File: src/rtl/seg_pkg.sv
// Shared definitions for the seven-segment counter controller.
package seg_pkg;

  typedef enum logic [1:0] {
    IDLE  = 2'd0,
    RUN   = 2'd1,
    PAUSE = 2'd2,
    HALT  = 2'd3
  } state_t;

  localparam logic [3:0] BCD_MAX = 4'd9;

  // A divisor of 1 still needs a one-bit register.
  function automatic int cnt_width(input int div);
    return (div > 1) ? $clog2(div) : 1;
  endfunction

endpackage

File: src/rtl/clk_div_tick.sv
// Prescaler that counts 0..DIV-1 while enabled and emits a one-cycle tick on DIV-1.
module clk_div_tick #(
  parameter int DIV = 4
) (
  input  logic clk,
  input  logic rst_n,
  input  logic en,
  input  logic zero,
  output logic tick
);
  import seg_pkg::*;

  localparam int W = cnt_width(DIV);
  localparam logic [W-1:0] LAST = W'(DIV - 1);

  logic [W-1:0] cnt_reg;

  assign tick = en && (cnt_reg == LAST);

  always_ff @(posedge clk or negedge rst_n) begin
    if (!rst_n) begin
      cnt_reg <= '0;
    end else if (zero || tick) begin
      cnt_reg <= '0;
    end else if (en) begin
      cnt_reg <= cnt_reg + W'(1);
    end
  end

endmodule

File: src/rtl/seg_count_ctrl.sv
// Run/pause/clear control, ripple enables and display scan for a chain of
// external decade counters.
module seg_count_ctrl #(
  parameter int DIGITS   = 4,
  parameter int TICK_DIV = 50_000_000,
  parameter int SCAN_DIV = 50_000,
  parameter bit WRAP     = 1'b1
) (
  input  logic                  clk,
  input  logic                  rst_n,
  input  logic                  start_i,
  input  logic                  stop_i,
  input  logic                  clear_i,
  input  logic [4*DIGITS-1:0]   cnt_data_i,
  output logic [DIGITS-1:0]     cnt_en_o,
  output logic                  cnt_clr_o,
  output logic                  ovf_o,
  output logic [1:0]            state_o,
  output logic [DIGITS-1:0]     seg_sel_o,
  output logic [3:0]            seg_digit_o,
  output logic                  seg_blank_o
);
  import seg_pkg::*;

  localparam int IW = cnt_width(DIGITS);

  state_t            state_reg, state_next;
  logic              tick, scan_tick, run, cnt_zero, tick_ok, all_nine;
  logic [DIGITS-1:0] is_nine, carry_mask, zero_above, blank_vec;
  logic [IW-1:0]     idx_reg;
  logic [DIGITS-1:0] cnt_en_reg, seg_sel_reg;
  logic              cnt_clr_reg, ovf_reg, seg_blank_reg;
  logic [3:0]        seg_digit_reg;

  // Per-digit carry and blanking terms; codes above 9 never carry.
  for (genvar gi = 0; gi < DIGITS; gi++) begin : g_digit
    assign is_nine[gi] = (cnt_data_i[4*gi +: 4] == BCD_MAX);
    if (gi == 0) begin : g_lsd
      assign carry_mask[gi] = 1'b1;
      assign blank_vec[gi]  = 1'b0;
    end else begin : g_upper
      assign carry_mask[gi] = carry_mask[gi-1] & is_nine[gi-1];
      assign blank_vec[gi]  = zero_above[gi];
    end
    if (gi == DIGITS - 1) begin : g_msd
      assign zero_above[gi] = (cnt_data_i[4*gi +: 4] == 4'd0);
    end else begin : g_lower
      assign zero_above[gi] = (cnt_data_i[4*gi +: 4] == 4'd0) & zero_above[gi+1];
    end
  end

  assign all_nine = &is_nine;
  assign tick_ok  = tick && !clear_i && !stop_i;

  always_ff @(posedge clk or negedge rst_n) begin
    if (!rst_n) begin
      state_reg <= IDLE;
    end else begin
      state_reg <= state_next;
    end
  end

  always_comb begin
    state_next = state_reg;
    if (clear_i) begin
      state_next = IDLE;
    end else begin
      case (state_reg)
        IDLE:    if (start_i) state_next = RUN;
        RUN: begin
          if (stop_i) begin
            state_next = PAUSE;
          end else if (tick && all_nine && !WRAP) begin
            state_next = HALT;
          end
        end
        PAUSE:   if (start_i) state_next = RUN;
        default: state_next = HALT;
      endcase
    end
  end

  always_comb begin
    state_o  = state_reg;
    run      = (state_reg == RUN);
    cnt_zero = clear_i || (state_reg == IDLE) || (state_reg == HALT);
  end

  clk_div_tick #(.DIV(TICK_DIV)) u_tick_div (
    .clk   (clk),
    .rst_n (rst_n),
    .en    (run),
    .zero  (cnt_zero),
    .tick  (tick)
  );

  clk_div_tick #(.DIV(SCAN_DIV)) u_scan_div (
    .clk   (clk),
    .rst_n (rst_n),
    .en    (1'b1),
    .zero  (1'b0),
    .tick  (scan_tick)
  );

  // At all-9s the carry mask is already all ones, so only the halting variant suppresses it.
  always_ff @(posedge clk or negedge rst_n) begin
    if (!rst_n) begin
      cnt_en_reg  <= '0;
      cnt_clr_reg <= 1'b0;
      ovf_reg     <= 1'b0;
    end else begin
      cnt_clr_reg <= clear_i;
      ovf_reg     <= tick_ok && all_nine;
      if (tick_ok && !(all_nine && !WRAP)) begin
        cnt_en_reg <= carry_mask;
      end else begin
        cnt_en_reg <= '0;
      end
    end
  end

  always_ff @(posedge clk or negedge rst_n) begin
    if (!rst_n) begin
      idx_reg       <= '0;
      seg_sel_reg   <= DIGITS'(1);
      seg_digit_reg <= 4'd0;
      seg_blank_reg <= 1'b0;
    end else begin
      if (scan_tick) begin
        idx_reg <= (idx_reg == IW'(DIGITS - 1)) ? '0 : idx_reg + IW'(1);
      end
      seg_sel_reg   <= DIGITS'(1) << idx_reg;
      seg_digit_reg <= cnt_data_i[4*idx_reg +: 4];
      seg_blank_reg <= blank_vec[idx_reg];
    end
  end

  assign cnt_en_o    = cnt_en_reg;
  assign cnt_clr_o   = cnt_clr_reg;
  assign ovf_o       = ovf_reg;
  assign seg_sel_o   = seg_sel_reg;
  assign seg_digit_o = seg_digit_reg;
  assign seg_blank_o = seg_blank_reg;

endmodule

File: config.mk
export PLATFORM = sky130hd
export DESIGN_NAME = seg_count_ctrl
export DESIGN_NICKNAME = d
export VERILOG_FILES = /design/src/rtl/seg_pkg.sv /design/src/rtl/clk_div_tick.sv /design/src/rtl/seg_count_ctrl.sv
export SDC_FILE = /design/constraint.sdc
export NUM_CORES = 1
export LEC_CHECK = 0
export BUFFER_PORTS_ARGS = -buffer_cell sky130_fd_sc_hd__buf_2
export CORE_ASPECT_RATIO = 0.7
export CORE_MARGIN = 8
export CORE_UTILIZATION = 35
export DETAILED_ROUTE_END_ITERATION = 6
export GPL_TIMING_DRIVEN = 0
export PLACE_DENSITY = 0.62
export SYNTH_ARGS = -nofsm -noshare
export SYNTH_HDL_FRONTEND = slang
export SYNTH_HIERARCHICAL = 1
export SYNTH_SLANG_ARGS = --single-unit
File: constraint.sdc
create_clock -name clk -period 5.3 [get_ports clk]
set_input_delay 0.795 -clock clk [delete_from_list [all_inputs] [get_ports clk]]
set_output_delay 0.795 -clock clk [all_outputs]
set_load 0.005 [all_outputs]
==> impl_metrics.csv, run 1 <==
group,metric,value,unit
place,post_dp_cell_area,0.003471,mm^2
synthesis,synth_edf_count,0,
pwr,vdd_drop_max,0.0001597,V
route,wl_per_cell,13.79,um
grt,top_usage_layer,"met2",
pwr,seq_power_share,41.0,%
finish,largest_reg_flops,26,
floorplan,die_w,128.4,um
finish,fin_nets,379,
synthesis,synthCells,298,
floorplan,die_area,0.01216,mm^2
finish,final_area,0.003796,mm^2
clock_network,hold_buffers,0,
clock_network,cts-htree-levels,3,
route,wl,6578,um
finish,final_cells,477,
setup_path,cpPeakStageDelay,0.44,ns
pwr,p_sw,0.2421,mW
synthesis,syn_avg_cell_area,10.39,um^2
timing,min_period,2.430,ns
setup_path,cp-end-kind,"flop",
place,dpl.hpwl,4697,um
route,route.detailed.drc,0,
synthesis,async_reset_ff_share,100.0,%
setup_path,r2r_start,"state_o[0]",
floorplan,fp.dieH,94.70,um
route,antenna_left,0,
worst_hold_path,hp-class,"in -> async",
finish,drive_gt1_share,24.65,%
setup_path,worstReg2RegEnd,"u_tick_div/cnt_reg[23]",
pwr,power.internal,0.9146,mW
pwr,pwr-share-clk,54.5,%
grt,grtUsageMet1,15.39,%
grt,grt_use_met3,5.065,%
clock_network,cts_sinks,61,
setup_path,criticalPathCategory,"reg -> reg",
timing,finalSetupViolCount,0,
finish,diodes,0,
clock_network,clockBufferDepth,2,
synthesis,yosys_warnings,6,
synthesis,yosys.area.top_type,"dfrtp_1",
synthesis,synthDistinctLibCells,50,
grt,antenna_found_initial,0,
grt,grt_use_total,11.61,%
clock_network,clk_latency,0.33,ns
pwr,power.leakage,1.608,nW
synthesis,ys_ff_latch,61,
timing,fmax,0.4116,GHz
pwr,swShare,20.93,%
timing,rsz0062_at_grt,"false",
timing,hold_violations,0,
synthesis,synth.area.top_cells,"dfrtp_1 48%, nor2_1 5.0%, xnor2_1 4.0%",
pwr,power.density,304.7,mW/mm^2
clock_network,numCtsBuffers,9,
route,firstDrtPassIters,4,
floorplan,ios,38,
synthesis,synth_ff_type,"dfrtp_1",
timing,slew_headroom,60.70,%
timing,slew_viol_final,0,
synthesis,seq_area_frac_synth,49.33,%
grt,met2_usage,16.46,%
timing,finClkSkew,0.006124,ns
grt,grt_pass1_wl,11160,um
clock_network,clockRootBuffer,"clkbuf_16",
grt,grt-ovfl-total,0,
route,drtIter0Drc,148,
setup_path,cp_cell_sequence,"nor2b_1, buf_2, and4_1, clkbuf_1, nand4_1, clkbuf_1, or4_1, a21oi_1",
setup_path,reg2reg_depth,8,
synthesis,synth.top_cell.area_share,48.48,%
finish,area_growth,22.59,%
floorplan,start_util,36.38,%
timing,period_share,45.84,%
timing,fin_setup_tns,0,ns
timing,layout_setup_ws,2.870,ns
setup_path,critPathArrivalTime,2.68,ns
pwr,p_comb_share,4.4,%
run,maxCapViolations,0,
route,vias_per_cell,5.046,
setup_path,required,5.55,ns
setup_path,reg2reg_slack,2.87,ns
floorplan,core_area,0.008513,mm^2
place,preCtsSetupSlack,2.896,ns
setup_path,crit_slowest_cell,"or4_1",
setup_path,critPathMaxFanout,10,
grt,grt_max_degree,38,
clock_network,path_clk_slew,0.05,ns
clock_network,cts_resized,0,
place,dp_cells,461,
status,outcome,"finished, final reports clean",
route,dr_total_vias,2407,
synthesis,synth_area,0.003097,mm^2
clock_network,post_cts_buffers,0,
place,gp_congestion,0.7893,
place,port_buffers,37,
setup_path,crit_path_frequent_cell,"clkbuf_1",
grt,grt_pass1_vias,2307,
floorplan,placementRows,28,
setup_path,critical_path.startpoint_type,"flop",
clock_network,tritoncts,"done",
timing,worstMarginPinSlew,0.5895,ns
logic make-up after synthesis:
family / Yosys count / synth area share, %
buffers and inverters: 21 / 3.111
xor gates and xnor gates: 27 / 7.636
adders and majority gates: 6 / 2.424
AOI/OAI and AO/OA: 36 / 7.475
muxes: 6 / 3.556
DFF: 61 / 49.33
other: 2 / 0.2425
and+or+nand+nor: 139 / 26.22
stage by stage:
| step | utilization [%] | hold slack, ns | total power [mW] |
|---|---|---|---|
| after global placement | 40.54 | 0.5262 | 0.5328 |
| after global routing | 44.59 | 0.5113 | 1.204 |
| after detailed placement | 40.77 | 0.5391 | 0.5351 |
| after CTS | 44.59 | 0.4782 | 1.177 |
| final | 44.59 | 0.4688 | 1.157 |
| after floorplan | - | 0.4994 | 0.5046 |
power groups by stage:
| stage | Clock (mW) | Combinational (mW) | Sequential, mW |
|---|---|---|---|
| after global placement | 0 | 0.0505 | 0.482 |
| after floorplan | 0 | 0.0220 | 0.483 |
| after global routing | 0.670 | 0.0591 | 0.475 |
| final | 0.631 | 0.0515 | 0.475 |
| after CTS | 0.649 | 0.0529 | 0.475 |
| after detailed placement | 0 | 0.0525 | 0.483 |
per-layer routing:
layer	up-vias	share of wire, %	wire (um)
met4	0	1.4	89
met5	-	0	0
met3	9	8.3	548
met2	59	41	2727
li1	1170	-	-
met1	1169	49	3213
layout by cell type (no fill, tap or decap), drive strengths merged, types with 2 or more instances in the layout:
cell type  synthesis  routed
nor2b              2       2
buf                9      47
o31ai              6       6
ha                 6       6
mux2i              2       2
a21oi             15      15
clkbuf             4      14
inv                8       8
and4               7       7
and3               5       5
or4                8       8
conb               2       7
bufinv             0       2
nand2             16      16
or2                2       2
nor4               4       4
nand4             18      18
xor2              13      13
dfrtp             60      60
nand3             12      12
clkinv             0       3
nor3               9       9
o21ai             10      10
or3                7       7
mux4               4       4
xnor2             14      14
nor2              41      41
how the worst max path moves through the flow:
stage	start	to	slack, ns
finish	state_o[0]	u_tick_div/cnt_reg[23]	2.87
detailed placement	state_o[0]	u_tick_div/cnt_reg[23]	2.90
global placement	state_o[0]	u_tick_div/cnt_reg[21]	2.95
CTS	state_o[0]	u_tick_div/cnt_reg[23]	2.88
global route	state_o[0]	u_tick_div/cnt_reg[23]	2.68
floorplan	state_o[0]	u_tick_div/cnt_reg[22]	3.16
critical path: cells and delay by family (launching register included):
family / cells / cell delay [ns]
AO/OA/AOI/OAI: 1 / 0.16
buffers and inverters: 3 / 0.77
flip-flops: 1 / 0.39
AND/OR/NAND/NOR: 4 / 1.03
cell type report:
class	count	area, um^2
inverter	8	30.03
sequential	61	1528
buffer	13	66.31
clock buffer	10	239.0
timing repair buffer	38	205.2
clock inverter	6	86.33
fill	805	4717
tap	120	150.1
multi-input combinational	221	1491
cells in the mapped netlist, drive strengths merged, types with 2 or more instances:
cell    instances
nor3            9
and4            7
o21ai          10
conb            2
or4             8
xnor2          14
nand2          16
clkbuf          4
and3            5
mux4            4
ha              6
nor2           41
dfrtp          60
nor2b           2
nor4            4
a21oi          15
buf             9
inv             8
nand3          12
xor2           13
o31ai           6
nand4          18
or2             2
mux2i           2
or3             7
Note: power is estimated with default switching activity, not from simulation.
==> run 2, diff against run 1 <==
--- a/config.mk
+++ b/config.mk
@@ -11,7 +11,7 @@
 export CORE_UTILIZATION = 35
 export DETAILED_ROUTE_END_ITERATION = 6
 export GPL_TIMING_DRIVEN = 0
-export PLACE_DENSITY = 0.62
+export PLACE_DENSITY = 0.64
 export SYNTH_ARGS = -nofsm -noshare
 export SYNTH_HDL_FRONTEND = slang
 export SYNTH_HIERARCHICAL = 1
==> constraint.sdc (replaced) <==
create_clock -name clk -period 2 [get_ports clk]
set_input_delay 0.3 -clock clk [delete_from_list [all_inputs] [get_ports clk]]
set_output_delay 0.3 -clock clk [all_outputs]
set_load 0.005 [all_outputs]
==> impl_metrics.csv, run 2 (synthesized netlist as in run 1, its figures left out) <==
group,metric,value,unit
clock_network,clockBufferDepth,2,
timing,layout_setup_ws,-0.1338,ns
setup_path,critPathArrivalTime,2.39,ns
floorplan,placementRows,28,
finish,final_cell_mix,"56 x dfrtp_1, 41 x nor2_1, 40 x buf_2",
place,port_buffers,37,
pwr,fin_total_pwr,2.801,mW
pwr,power.leakage,1.626,nW
place,post_dp_cell_area,0.003467,mm^2
grt,grt_use_total,11.80,%
place,dpl.hpwl,4549,um
setup_path,criticalPathCategory,"reg -> reg",
floorplan,die_area,0.01216,mm^2
route,firstDrtPassIters,4,
setup_path,critPathLaunch,"state_o[1]",
floorplan,die_w,128.4,um
finish,final_cells,482,
place,gp_congestion,0.7484,
floorplan,start_util,36.38,%
setup_path,worstReg2RegEnd,"u_tick_div/cnt_reg[24]",
clock_network,cts_sinks,61,
clock_network,clockRootBuffer,"clkbuf_16",
route,antenna_left,0,
finish,multi_input_area,0.001563,mm^2
finish,fillers,773,
setup_path,cpPeakStageDelay,0.64,ns
floorplan,core_area,0.008513,mm^2
timing,min_period,2.134,ns
finish,final_area,0.003881,mm^2
run,maxCapViolations,0,
finish,diodes,0,
timing,slew_viol_final,0,
clock_network,clk_latency,0.33,ns
setup_path,endpoint,"u_tick_div/cnt_reg[24]",
grt,grt_pass1_wl,11570,um
timing,hold_violations,0,
finish,area_growth,25.33,%
setup_path,critPathMaxFanout,6,
timing,fin_setup_tns,-0.5262,ns
status,violations,"negative setup slack",
finish,seq_area,0.001533,mm^2
setup_path,critical_path.startpoint_type,"flop",
setup_path,crit_slowest_cell,"or4_4",
finish,drive_gt1_share,30.66,%
floorplan,fp.dieH,94.70,um
timing,whs,0.04664,ns
timing,finalSetupViolCount,6,
route,drtIter0Drc,134,
finish,fin_util,45.59,%
clock_network,path_clk_slew,0.05,ns
clock_network,numCtsBuffers,9,
route,vias_per_cell,5.110,
setup_path,r2r_start,"state_o[1]",
timing,worstMarginPinSlew,0.7670,ns
clock_network,cts-htree-levels,3,
floorplan,ios,38,
finish,fin_nets,385,
setup_path,cp_cell_sequence,"nor2b_4, nand4_1, or4_4, or4_4, a21oi_2",
place,preCtsSetupSlack,-0.2686,ns
timing,rsz0062_at_grt,"true",
finish,final_common_cell,"dfrtp_1",
setup_path,reg2reg_slack,-0.13,ns
grt,antenna_found_initial,0,
timing,fmax,0.4686,GHz
pwr,vdd_drop_max,0.0003919,V
timing,slew_headroom,48.87,%
worst_hold_path,hp-class,"in -> async",
clock_network,tritoncts,"done",
timing,period_share,106.7,%
timing,finClkSkew,0.005349,ns
status,outcome,"finished, violations left",
finish,largest_reg_flops,26,
clock_network,hold_buffers,0,
grt,grt-ovfl-total,0,
pwr,power.density,721.7,mW/mm^2
route,route.detailed.drc,0,
place,dp_cells,460,
setup_path,reg2reg_depth,5,
setup_path,required,2.26,ns
grt,grt_max_degree,62,
setup_path,crit_path_frequent_cell,"or4_4",
route,wl_per_cell,14.12,um
route,dr_total_vias,2463,
setup_path,cp-end-kind,"flop",
grt,grt_pass1_vias,2462,
route,wl,6806,um
## run 2: power breakdown
part	switching, mW	internal [mW]	total, mW
Sequential	0.00930	1.25	1.26
Combinational	0.0853	0.0661	0.151
Clock	0.537	0.854	1.39
## run 2: how the worst min path moves through the flow
stage | startpoint | end | slack, ns | cells after the start
floorplan | rst_n | cnt_clr_o | 0.004 | 0
global placement | clear_i | cnt_clr_o | 0.50 | 1
detailed placement | clear_i | cnt_clr_o | 0.50 | 1
CTS | clear_i | cnt_clr_o | 0.16 | 1
global route | rst_n | u_tick_div/cnt_reg[23] | 0.11 | 1
finish | rst_n | u_tick_div/cnt_reg[17] | 0.05 | 1
## run 2: cell type report
type | instances | share of cell area [%]
Timing Repair Buffer | 48 | 7.060
Buffer | 9 | 1.676
Inverter | 8 | 0.7737
Clock buffer | 10 | 6.157
Tap cell | 120 | 3.868
Sequential cell | 61 | 39.49
Clock inverter | 5 | 0.7092
Multi-Input combinational cell | 221 | 40.26
## run 2: critical path, delay by kind of cell, from the launching register on
kind	cells	cell delay (ns)
compound gates	1	0.12
flops	1	0.44
simple gates	4	1.51
## run 2: timing repair
item / CTS / global route
pin swaps: 3 / 11
setup buffers: 6 / 5
endpoints found under the setup margin: 28 / 25
resized for setup: 9 / 18
## run 2: metal layers
| layer | GRT usage, % | vias up | share of wire, % |
|---|---|---|---|
| met5 | 0 | - | 0 |
| met4 | 5.123 | 0 | 1.3 |
| met3 | 3.939 | 7 | 8.6 |
| met2 | 17.29 | 79 | 41 |
| met1 | 15.61 | 1193 | 49 |
| li1 | - | 1184 | - |
==> run 3, diff against run 2 <==
--- a/config.mk
+++ b/config.mk
@@ -5,6 +5,7 @@
 export SDC_FILE = /design/constraint.sdc
 export NUM_CORES = 1
 export LEC_CHECK = 0
+export ABC_CLOCK_PERIOD_IN_PS = 2000
 export BUFFER_PORTS_ARGS = -buffer_cell sky130_fd_sc_hd__buf_2
 export CORE_ASPECT_RATIO = 0.7
 export CORE_MARGIN = 8
@@ -12,6 +13,7 @@
 export DETAILED_ROUTE_END_ITERATION = 6
 export GPL_TIMING_DRIVEN = 0
 export PLACE_DENSITY = 0.64
+export SKIP_CTS_REPAIR_TIMING = 1
 export SYNTH_ARGS = -nofsm -noshare
 export SYNTH_HDL_FRONTEND = slang
 export SYNTH_HIERARCHICAL = 1
==> constraint.sdc (replaced) <==
create_clock -name clk -period 2 [get_ports clk]
set_input_delay 0.3 -clock clk [delete_from_list [all_inputs] [get_ports clk]]
set_output_delay 0.3 -clock clk [all_outputs]
set_load 0.1 [all_outputs]
==> impl_metrics.csv, run 3 (synthesized netlist as in run 1, its figures left out) <==
group,metric,value,unit
route,wl_per_cell,14.18,um
grt,antenna_found_initial,0,
clock_network,path_clk_slew,0.05,ns
status,violations,"negative setup slack",
grt,grt_pass1_wl,11630,um
finish,largest_reg_flops,26,
pwr,p_sw,0.7097,mW
setup_path,r2r_start,"state_o[0]",
finish,final_cell_mix,"57 x dfrtp_1, 41 x nor2_1, 40 x buf_2",
route,firstDrtPassIters,4,
finish,drive_gt1_share,29.95,%
pwr,pwr-share-clk,56.4,%
timing,fmax,0.4682,GHz
setup_path,criticalPathCategory,"reg -> reg",
floorplan,die_w,128.4,um
setup_path,worstReg2RegEnd,"u_tick_div/cnt_reg[22]",
timing,rsz0062_at_grt,"true",
floorplan,placementRows,28,
setup_path,reg2reg_slack,-0.14,ns
setup_path,critPathArrivalTime,2.39,ns
pwr,power.leakage,1.679,nW
grt,grt_pass1_vias,2362,
route,wl,6864,um
place,preCtsSetupSlack,-0.2816,ns
grt,grt_max_degree,62,
timing,period_share,106.8,%
clock_network,clockBufferDepth,2,
clock_network,clockRootBuffer,"clkbuf_16",
place,port_buffers,37,
route,wl_met3,613,um
finish,diodes,0,
finish,fin_util,46.75,%
finish,fin_nets,386,
route,route.detailed.drc,0,
pwr,vdd_drop_max,0.0003999,V
clock_network,numCtsBuffers,9,
floorplan,start_util,36.38,%
pwr,power.internal,2.656,mW
timing,finClkSkew,0.005203,ns
timing,layout_setup_ws,-0.1360,ns
finish,final_common_cell,"dfrtp_1",
setup_path,critical_path.startpoint_type,"flop",
route,dr_total_vias,2480,
pwr,p_comb_share,6.2,%
timing,min_period,2.136,ns
setup_path,required,2.26,ns
route,vias_per_cell,5.124,
floorplan,die_area,0.01216,mm^2
place,dpl.hpwl,4632,um
setup_path,reg2reg_depth,7,
route,antenna_left,0,
route,routed.top_layer,"met4",
clock_network,clk_latency,0.33,ns
route,drtIter0Drc,176,
setup_path,cp-end-kind,"flop",
timing,whs,0.03548,ns
floorplan,fp.dieH,94.70,um
timing,worstMarginPinSlew,0.7606,ns
route,wl_met1,3380,um
pwr,power.density,845.7,mW/mm^2
status,outcome,"finished, violations left",
timing,finalSetupViolCount,5,
floorplan,ios,38,
worst_hold_path,hp-class,"in -> async",
pwr,swShare,21.08,%
floorplan,core_area,0.008513,mm^2
run,maxCapViolations,0,
route,wl_met2,2788,um
place,gp_congestion,0.7914,
pwr,seq_power_share,37.4,%
timing,slew_headroom,49.29,%
clock_network,cts_sinks,61,
timing,hold_violations,0,
clock_network,cts-htree-levels,3,
clock_network,tritoncts,"done",
grt,grt-ovfl-total,0,
finish,area_growth,28.53,%
grt,grt_use_total,11.93,%
setup_path,critPathMaxFanout,7,
timing,slew_viol_final,0,
[run 3: changes by cell type in the layout (fill, tap and decap cells not counted), sizes merged]
cell	previous run	this run
bufinv	0	4
clkinvlp	1	0
buf	55	54
clkinv	4	1
inv	8	9
clkbuf	12	14
[run 3: per-stage QoR]
step                total power [mW]  instance area (um^2)  setup TNS [ns]  std cells
floorplan                      1.405                  3154          -1.502        303
global placement               1.480                  3490          -2.648        460
detailed placement             1.484                  3490          -3.217        460
CTS                            3.400                  3852          -3.567        476
global route                   3.490                  3980          -1.075        484
finish                         3.366                  3980         -0.3633        484
[run 3: worst max-delay path by stage]
stage          slack, ns  cells past startpoint                  start                endpoint
3_3_place_gp       -0.26                      5  u_tick_div/cnt_reg[8]                   ovf_o
2_1_floorplan      -0.32                      7             state_o[0]  u_tick_div/cnt_reg[22]
3_5_place_dp       -0.28                      5  u_tick_div/cnt_reg[8]                   ovf_o
4_1_cts            -0.29                      5  u_tick_div/cnt_reg[8]                   ovf_o
6_report           -0.14                      7             state_o[0]  u_tick_div/cnt_reg[22]
5_1_grt            -0.18                      7             state_o[0]  u_tick_div/cnt_reg[22]
[run 3: final cells by class]
class                      count  area [um^2]
sequential                    61         1534
inverter                       8        30.03
buffer                        12        103.9
clock buffer                  10        229.0
timing repair buffer          46        252.7
tap                          120        150.1
multi-input combinational    221         1546
fill                         793         4533
clock inverter                 6        133.9
[run 3: power by group through the flow]
stage	Sequential, mW	Clock [mW]	Combinational, mW
floorplan	1.34	0	0.0624
global placement	1.28	0	0.200
detailed placement	1.28	0	0.202
CTS	1.26	1.94	0.203
global route	1.26	2.00	0.228
finish	1.26	1.90	0.208
[run 3: per-layer routing]
layer	global-route usage, %	vias up
li1	-	1189
met1	16.23	1208
met2	17.07	77
met3	4.502	6
met4	3.941	0
met5	0	-
[run 3: worst max-delay path, stage by stage (launching register included)]
cell	delay, ns
dfrtp_4	0.42
nor2b_4	0.16
buf_6	0.13
nand4_1	0.13
or4_4	0.45
buf_6	0.15
or4_4	0.48
a21oi_2	0.14
